[config.mk]
export PLATFORM = sky130hd
export DESIGN_NAME = sdram_rw_arbiter
export DESIGN_NICKNAME = d
export VERILOG_FILES = /design/src/rtl/sdram_rw_arbiter.sv
export SDC_FILE = /design/constraint.sdc
export NUM_CORES = 1
export LEC_CHECK = 0
export CAP_MARGIN = 20
export CORE_AREA = 2 2 79 81
export CTS_BUF_LIST = sky130_fd_sc_hd__clkbuf_16
export CTS_CLUSTER_SIZE = 25
export DETAILED_ROUTE_END_ITERATION = 10
export DIE_AREA = 0 0 81 83
export PLACE_DENSITY = 0.7
export SLEW_MARGIN = 30
export SYNTH_ARGS = -nofsm -noshare
export SYNTH_HDL_FRONTEND = slang
export SYNTH_SLANG_ARGS = --single-unit
[constraint.sdc]
create_clock -name S_CLK -period 1.96 [get_ports S_CLK]
set_input_delay 0.392 -clock S_CLK [delete_from_list [all_inputs] [get_ports S_CLK]]
set_output_delay 0.392 -clock S_CLK [all_outputs]
set_load 0.005 [all_outputs]
[src/rtl/sdram_rw_arbiter.sv]
// sdram_rw_arbiter
//   Burst scheduler in front of the SDRAM controller. It shares the controller
//   between a write-path FIFO (source) and a read-path FIFO (sink), issues one
//   burst request at a time with a stable address/bank, and waits for the
//   controller's burst-end ack. It keeps circular write and read frame pointers.
//
//   Optional macro SDRAM_ARB_PINGPONG_EN: double-buffered frames. Writes flip
//   between bank 0 and bank 1 on every frame wrap. A read frame (rd_ptr==0 at
//   grant) starts on the bank most recently completed. With the macro undefined,
//   everything uses bank 0.
//
// Ports
//   S_CLK          in   system clock, rising edge
//   RST            in   synchronous active-high reset
//   wr_fifo_usedw  in   words held in the write-path FIFO
//   rd_fifo_usedw  in   words held in the read-path FIFO
//   rd_enable      in   sink wants the read stream (level)
//   write_ack      in   write burst finished (pulse)
//   read_ack       in   read burst finished (pulse)
//   write_req      out  write burst request (registered)
//   read_req       out  read burst request (registered)
//   sdram_addr     out  burst start address (registered)
//   sys_bank       out  burst bank (registered)
//   frame_done     out  one-cycle pulse when a write frame completes
//   busy           out  state machine is not in IDLE
module sdram_rw_arbiter #(
  parameter int BURST_LEN   = 256,
  parameter int FRAME_WORDS = 307200,
  parameter int FIFO_AW     = 10
) (
  input  logic               S_CLK,
  input  logic               RST,
  input  logic [FIFO_AW:0]   wr_fifo_usedw,
  input  logic [FIFO_AW:0]   rd_fifo_usedw,
  input  logic               rd_enable,
  input  logic               write_ack,
  input  logic               read_ack,
  output logic               write_req,
  output logic               read_req,
  output logic [19:0]        sdram_addr,
  output logic [1:0]         sys_bank,
  output logic               frame_done,
  output logic               busy
);

  localparam int DEPTH = 1 << FIFO_AW;
  localparam logic [FIFO_AW:0] WR_MIN    = (FIFO_AW+1)'(BURST_LEN);
  // Read is eligible when free space (DEPTH - usedw) >= BURST_LEN.
  localparam logic [FIFO_AW:0] RD_MAX    = (FIFO_AW+1)'(DEPTH - BURST_LEN);
  // 21-bit sums so that FRAME_WORDS == 2^20 still compares correctly.
  localparam logic [20:0]      BURST_INC = 21'(BURST_LEN);
  localparam logic [20:0]      FRAME_END = 21'(FRAME_WORDS);

  localparam logic GRANT_RD = 1'b0;
  localparam logic GRANT_WR = 1'b1;

  typedef enum logic [1:0] {S_IDLE, S_WR, S_RD, S_GAP} state_e;

  state_e      state_q, state_d;
  logic [19:0] wr_ptr_q, wr_ptr_d;
  logic [19:0] rd_ptr_q, rd_ptr_d;
  logic        frame_valid_q, frame_valid_d;
  logic        last_grant_q, last_grant_d;
  logic        write_req_q, write_req_d;
  logic        read_req_q, read_req_d;
  logic [19:0] sdram_addr_q, sdram_addr_d;
  logic [1:0]  sys_bank_q, sys_bank_d;
  logic        frame_done_q, frame_done_d;

  logic        wr_elig, rd_elig, grant_wr, grant_rd;
  logic [20:0] wr_sum, rd_sum;
  logic        wr_wrap, rd_wrap;
  logic        wr_bank, rd_grant_bank;

`ifdef SDRAM_ARB_PINGPONG_EN
  logic wr_bank_q, wr_bank_d;
  logic rd_bank_q, rd_bank_d;
  logic last_done_bank_q, last_done_bank_d;

  assign wr_bank       = wr_bank_q;
  // A new read frame picks up the bank that was finished most recently.
  assign rd_grant_bank = (rd_ptr_q == 20'd0) ? last_done_bank_q : rd_bank_q;
`else
  assign wr_bank       = 1'b0;
  assign rd_grant_bank = 1'b0;
`endif

  assign wr_elig = (wr_fifo_usedw >= WR_MIN);
  assign rd_elig = rd_enable && frame_valid_q && (rd_fifo_usedw <= RD_MAX);

  // Round-robin on a tie: the side that did not go last wins.
  assign grant_wr = wr_elig && (!rd_elig || (last_grant_q == GRANT_RD));
  assign grant_rd = rd_elig && !grant_wr;

  assign wr_sum  = {1'b0, wr_ptr_q} + BURST_INC;
  assign rd_sum  = {1'b0, rd_ptr_q} + BURST_INC;
  assign wr_wrap = (wr_sum == FRAME_END);
  assign rd_wrap = (rd_sum == FRAME_END);

  always_comb begin
    state_d       = state_q;
    wr_ptr_d      = wr_ptr_q;
    rd_ptr_d      = rd_ptr_q;
    frame_valid_d = frame_valid_q;
    last_grant_d  = last_grant_q;
    write_req_d   = write_req_q;
    read_req_d    = read_req_q;
    sdram_addr_d  = sdram_addr_q;
    sys_bank_d    = sys_bank_q;
    frame_done_d  = 1'b0;
`ifdef SDRAM_ARB_PINGPONG_EN
    wr_bank_d        = wr_bank_q;
    rd_bank_d        = rd_bank_q;
    last_done_bank_d = last_done_bank_q;
`endif

    case (state_q)
      S_IDLE: begin
        if (grant_wr) begin
          write_req_d  = 1'b1;
          sdram_addr_d = wr_ptr_q;
          sys_bank_d   = {1'b0, wr_bank};
          last_grant_d = GRANT_WR;
          state_d      = S_WR;
        end else if (grant_rd) begin
          read_req_d   = 1'b1;
          sdram_addr_d = rd_ptr_q;
          sys_bank_d   = {1'b0, rd_grant_bank};
          last_grant_d = GRANT_RD;
          state_d      = S_RD;
`ifdef SDRAM_ARB_PINGPONG_EN
          rd_bank_d    = rd_grant_bank;
`endif
        end
      end
      S_WR: begin
        // Only write_ack ends a write burst; read_ack here is ignored.
        if (write_ack) begin
          write_req_d = 1'b0;
          state_d     = S_GAP;
          if (wr_wrap) begin
            wr_ptr_d      = 20'd0;
            frame_done_d  = 1'b1;
            frame_valid_d = 1'b1;
`ifdef SDRAM_ARB_PINGPONG_EN
            last_done_bank_d = wr_bank_q;
            wr_bank_d        = ~wr_bank_q;
`endif
          end else begin
            wr_ptr_d = wr_sum[19:0];
          end
        end
      end
      S_RD: begin
        if (read_ack) begin
          read_req_d = 1'b0;
          state_d    = S_GAP;
          rd_ptr_d   = rd_wrap ? 20'd0 : rd_sum[19:0];
        end
      end
      // One idle cycle so the FIFO fill levels reflect the finished burst.
      S_GAP:   state_d = S_IDLE;
      default: state_d = S_IDLE;
    endcase
  end

  always_ff @(posedge S_CLK) begin
    if (RST) begin
      state_q       <= S_IDLE;
      wr_ptr_q      <= 20'd0;
      rd_ptr_q      <= 20'd0;
      frame_valid_q <= 1'b0;
      last_grant_q  <= GRANT_RD;
      write_req_q   <= 1'b0;
      read_req_q    <= 1'b0;
      sdram_addr_q  <= 20'd0;
      sys_bank_q    <= 2'd0;
      frame_done_q  <= 1'b0;
`ifdef SDRAM_ARB_PINGPONG_EN
      wr_bank_q        <= 1'b0;
      rd_bank_q        <= 1'b0;
      last_done_bank_q <= 1'b0;
`endif
    end else begin
      state_q       <= state_d;
      wr_ptr_q      <= wr_ptr_d;
      rd_ptr_q      <= rd_ptr_d;
      frame_valid_q <= frame_valid_d;
      last_grant_q  <= last_grant_d;
      write_req_q   <= write_req_d;
      read_req_q    <= read_req_d;
      sdram_addr_q  <= sdram_addr_d;
      sys_bank_q    <= sys_bank_d;
      frame_done_q  <= frame_done_d;
`ifdef SDRAM_ARB_PINGPONG_EN
      wr_bank_q        <= wr_bank_d;
      rd_bank_q        <= rd_bank_d;
      last_done_bank_q <= last_done_bank_d;
`endif
    end
  end

  assign write_req  = write_req_q;
  assign read_req   = read_req_q;
  assign sdram_addr = sdram_addr_q;
  assign sys_bank   = sys_bank_q;
  assign frame_done = frame_done_q;
  assign busy       = (state_q != S_IDLE);

endmodule

==> After elaboration in Yosys (flattened, before gate mapping) <==
Index checks and enable logic that the tools add are counted.
{ "classes": {"n_addsub": 2, "multipliers": 0, "n_div": 0, "order_cmp": 2, "n_eq_ne": 11, "shifts": 0, "muxes": 21, "bitwise_logic": 3, "reduce_logical": 20} }
{ "op_table": {"columns": ["cell", "count"], "rows": [
  ["two-way mux 20 bit", 4],
  ["adder 20 x 9 -> 21 bit, second input constant", 2],
  ["equality test 21 x 19 -> 1 bit, second input constant", 2],
  ["two-way mux 2 bit", 6],
  [">= comparator 11 x 9 -> 1 bit, second input constant", 1],
  ["<= comparator 11 x 10 -> 1 bit, second input constant", 1],
  ["!= test 2 bit, second input constant", 5],
  ["AND reduction 3 bit", 3],
  ["two-way mux 1 bit", 8],
  ["one-hot mux 2 bit (4 select lines)", 1],
  ["nonzero test 2 bit", 4],
  ["AND reduction 2 bit", 3],
  ["equality test 2 bit, second input constant", 2],
  ["logical AND 1 bit", 4],
  ["one-hot mux 1 bit (2 select lines)", 2],
  ["AND reduction 4 bit", 1],
  ["!= test 3 bit, second input constant", 1],
  ["inverter 1 bit", 3],
  ["OR reduction 3 bit", 1],
  ["equality test 2 x 1 -> 1 bit, second input constant", 1],
  ["zero test 1 bit", 2],
  ["zero test 2 bit", 1],
  ["logical OR 1 bit", 1]
]} }
{ "totals": {"regBits": 69, "latchBits": 0, "ramBits": 0, "rom_bits": 0, "input_bits": 27, "out_inout_bits": 26, "word_cells": 69, "mem_count": 0} }

==> Depth between registers and ports, before layout <==
{ "depth": {"depth_word": 10, "depth_mapped": 7, "ltp_nobuf": 7} }

==> Least setup slack after synthesis <==
No wires, ideal clock.
{ "synth_timing": {"path_kind": "register to register", "startpoint": "reg state_q[1]", "endpoint": "reg wr_ptr_q[12]", "setup_ns": 0.126, "arrival_ns": 1.582, "t_required_ns": 1.834, "path_slack_ns": 0.252, "stages_incl_launch_ff": 8, "path_buffers": 0, "period_less_slack_ns": 1.708, "path_cell_list": "dfxtp_1 > inv_1 > ha_1 > nand3_1 > nor3b_2 > o311ai_2 > o31ai_4 > nor2_1"} }
{ "synth_via": {"elab_chain_cells": 2} }
{ "synth_lines": {"columns": ["element", "line_no", "source"], "rows": [
  ["from (decl)", "59", "state_e state_q, state_d;"],
  ["from (signal assigned)", "185", "state_q <= state_d;"],
  ["equality test 2 x 1 -> 1 bit", "117", "case (state_q)"],
  ["AND reduction 2 bit (no source line)", null, null],
  ["to (signal assigned)", "186", "wr_ptr_q <= wr_ptr_d;"],
  ["to (decl)", "60", "logic [19:0] wr_ptr_q, wr_ptr_d;"]
]} }
No other way between the ends.
A chain may end at the register's enable or synchronous reset.

==> Final worst setup path <==
{ "layout_timing": {"startpoint": "reg state_q[1]", "endpoint": "out busy"} }
{ "layout_via": {"elab_chain_cells": 1} }
{ "layout_lines": {"columns": ["element", "line_no", "source"], "rows": [
  ["nonzero test 2 bit", "208", "assign busy = (state_q != S_IDLE);"],
  ["to (decl)", "43", "output logic busy"]
]} }
No other way between the ends.

==> metrics.md <==
| Metric | Value |
|---|---|
| Status | `complete, no violations` |
| Residual antenna-violating net count after detailed routing | `0` |
| Synth warnings | `0` |
| Final setup margin | `~0.074 ns` |
| CTS tree | `built` |
| Top library cells by usage in the layout, fill and taps aside | `nand2_1 (44), nor2_1 (39), dfxtp_1 (39), clkdlybuf4s50_1 (34), buf_4 (22)` |
| Fraction of layout instances using a drive strength above 1 | `16.4%` |
| Flip-flop and latch count after synthesis | `43` |
| Number of hold-repair buffers added at the cts stage | `0` |
| Req. time, crit path | `between 1.5 and 2 ns` |
| Leading cell type in the layout, fill and taps excluded | `nand2_1` |
| Max IR drop VDD | `just under 0.9 mV` |
| Number of buffers created by CTS | `5` |
| Global-route met2 utilization | `32.5%` |
| Share of Yosys cell area claimed by the top area cell type | `approximately a third` |
| Start point of the critical path | `state_q[1]` |
| Leading post-synthesis cells by cell area | `dfxtp_1 (33%), nand2_1 (6.4%), nor2_1 (5.6%)` |
| M3 GR Usage | `3.80%` |
| Reg-to-Reg Start | `wr_ptr_q[8]` |
| Core outline area | `5820 um2` |
| Critical path type | `reg2out` |
| Number of different library cells in the post-synthesis netlist | `61` |
| DP Worst Slack | `-0.200 ns` |
| Weighted congestion at the end of routability-driven global placement | `0.911` |
| Count of unresolved DRC violations after routing | `0` |
| Total wire length after detailed routing | `between 6000 and 7000 um` |
| Number of diodes added for antenna fixing | `0` |
| Type of element launching the critical path | `flop` |
| Final period demand of the worst path | `between 1.5 and 2 ns` |
| Share of the cycle needed by the critical path after routing | `a little over nine tenths` |
| Clock Latency Late Sink | `between 0.2 and 0.3 ns` |
| Post-route insts no fill | `approximately 440` |
| Vias per Instance | `approximately 5.4` |
| Post-synthesis area per instance | `~8.2 um2` |
| Number of design-rule violations left by the first detailed-router iteration | `between 100 and 150` |
| Max-cap violation count | `0` |
| Final non-filler cell area | `between 3000 and 4000 um2` |
| Crit path capture type | `output port` |
| Most Used Layer, Global Route | `met2` |
| Area of the die | `roughly 6700 um2` |
| Top achievable clock speed | `between 0.5 and 0.6 GHz` |
| Final count of hold timing violations | `0` |
| Tot GR Track Use | `~20%` |
| Most used flip-flop cell after synthesis | `dfxtp_1` |
| I/O pin count | `53` |
| Total negative slack for setup checks | `0 ns` |
| Via count of the first global-routing pass | `approximately 2,300` |
| Share of flip-flops with an asynchronous set or reset | `0%` |
| 1st-pass router iterations | `4` |
| Fin Clk Skew | `between 0.007 and 0.008 ns` |
| Routed wire per std cell | `14.2 um` |
| Total vias in the final route | `roughly 2,400` |
| Post-synth EDFFs | `0` |
| Met1 usage | `25.1%` |
| Path type of the worst min-delay path | `reg2reg` |
| Crit path max fanout | `4` |
| Root cell of the clock tree | `clkbuf_16` |
| Arr. time, crit path | `approximately 1.5 ns` |
| Cell accounting for the most synthesized area | `dfxtp_1` |
| Die X | `a little over 80 um` |
| Maximum number of pins on one net before global-route repair | `25` |
| GRT Residual Overflow | `0` |
| Worst-case clock buffer depth | `2` |
| Sinks on the clock net | `43` |
| Die Span Y | `83 um` |
| Total leakage power | `between 1 and 1.5 nW` |
| Total of buffers placed on input and output ports | `34` |
| Beginning of the worst hold path | `frame_valid_q` |
| Sequential element share of the synthesized area | `33.2%` |
| Global-route wire length before repair | `10,600 um` |
| Cell area after placement | `between 3000 and 4000 um2` |
| Power density relative to cell area | `slightly below 1000 nW/um2` |
| Maximum level of the CTS H-tree | `2` |
| Final Setup Violations | `0` |
| Antenna violations before repair | `0` |
| Number of nets in the finished design | `between 300 and 400` |
| Cell area after synthesis | `about 2600 um2` |
| Row count | `28` |
| Cells after synthesis | `between 300 and 400` |
| Post-DP HPWL | `between 4000 and 5000 um` |
| Clock-pin transition on the worst setup and hold timing paths | `around 0.07 ns` |
| Starting utilization of the core area | `roughly 45%` |
| Placed cells | `between 400 and 500` |
| Number of max-slew violations in the final report | `0` |
| P&R area growth vs syn | `26.6%` |
## synthesized netlist by cell type (2+ instances only)
cell / number
clkbuf_1: 2
a311oi_2: 2
and3_1: 5
a21oi_1: 7
a21oi_2: 2
a31oi_1: 3
xor2_1: 13
nand4_1: 8
ha_1: 5
xnor2_1: 13
and4_1: 2
o21a_1: 2
nor4_1: 2
nor4_4: 3
and2_1: 4
buf_4: 12
dfxtp_1: 43
nand3b_1: 2
a311oi_1: 10
nor4_2: 2
nand2b_1: 2
buf_2: 14
inv_1: 11
o22ai_1: 2
a211oi_1: 2
o21ai_0: 3
nand3_1: 12
nor2_1: 39
nor3_1: 11
a21o_1: 2
nand2_1: 44
o21ai_2: 2
## critical path, cell delays in order (launching register included)
cell             delay (ns)
dfxtp_1                0.35
inv_1                  0.09
ha_1                   0.21
inv_2                  0.08
clkdlybuf4s50_1        0.49
## path summary, 6_finish.rpt
| path | endpoint | slack (ns) | depth (start not counted) |
|---|---|---|---|
| max | busy | 0.07 | 4 |
| min | frame_valid_q | 0.47 | 1 |
| max reg2reg | wr_ptr_q[18] | 0.10 | 6 |
| min reg2reg | frame_valid_q | 0.47 | 1 |
## final cells by class
type                            count  area (um2)
Multi-Input combinational cell    239        1560
Sequential cell                    43         866
Clock buffer                        5         125
Timing Repair Buffer               59         557
Fill cell                         570        2530
Tap cell                           75        93.8
Inverter                           11        41.3
Clock inverter                      3        43.8
## power by group
part           internal [W]  total (W)  switching, W
Combinational      0.000593    0.00111      0.000517
Clock              0.000601   0.000944      0.000344
Sequential          0.00103    0.00113     0.0000990
## flip-flops by register name, indices dropped and copies added (netlist names)
signal,count
frame_done,1
frame_valid_q,1
last_grant_q,1
rd_ptr_q,12
sdram_addr,12
read_req,1
wr_ptr_q,12
state_q,2
write_req,1
## layer usage
layer,part of all wire (%),up-vias
met5,0,-
met4,1.3,0
met3,3.6,10
met2,49,63
met1,46,1121
li1,-,1174
## through the flow
stage	power, W	hold slack (ns)	util [%]
floorplan	0.00170	0.434	-
global placement	0.00221	0.451	52.7
detailed placement	0.00224	0.454	52.7
CTS	0.00319	0.470	55.6
global route	0.00337	0.491	56.5
finish	0.00318	0.466	56.5
## kinds of logic (layout without fill, tap and decap cells)
logic type / Yosys count / in the layout / synth area share [%]
compound gates: 50 / 50 / 16.0
mux: 1 / 1 / 0.434
fa+ha+maj: 5 / 5 / 2.41
flops: 43 / 43 / 33.2
buf+inv: 42 / 78 / 8.82
xor+xnor: 26 / 26 / 8.77
simple gates: 147 / 147 / 30.3
other cells: 1 / 10 / 0.144
## what timing repair did
action / 4_1_cts / 5_1_grt
endpoints found under the setup margin: 0 / 7
setup buffers: 0 / 3
resized for setup: 0 / 9
Power figures use the tool's default switching activity.
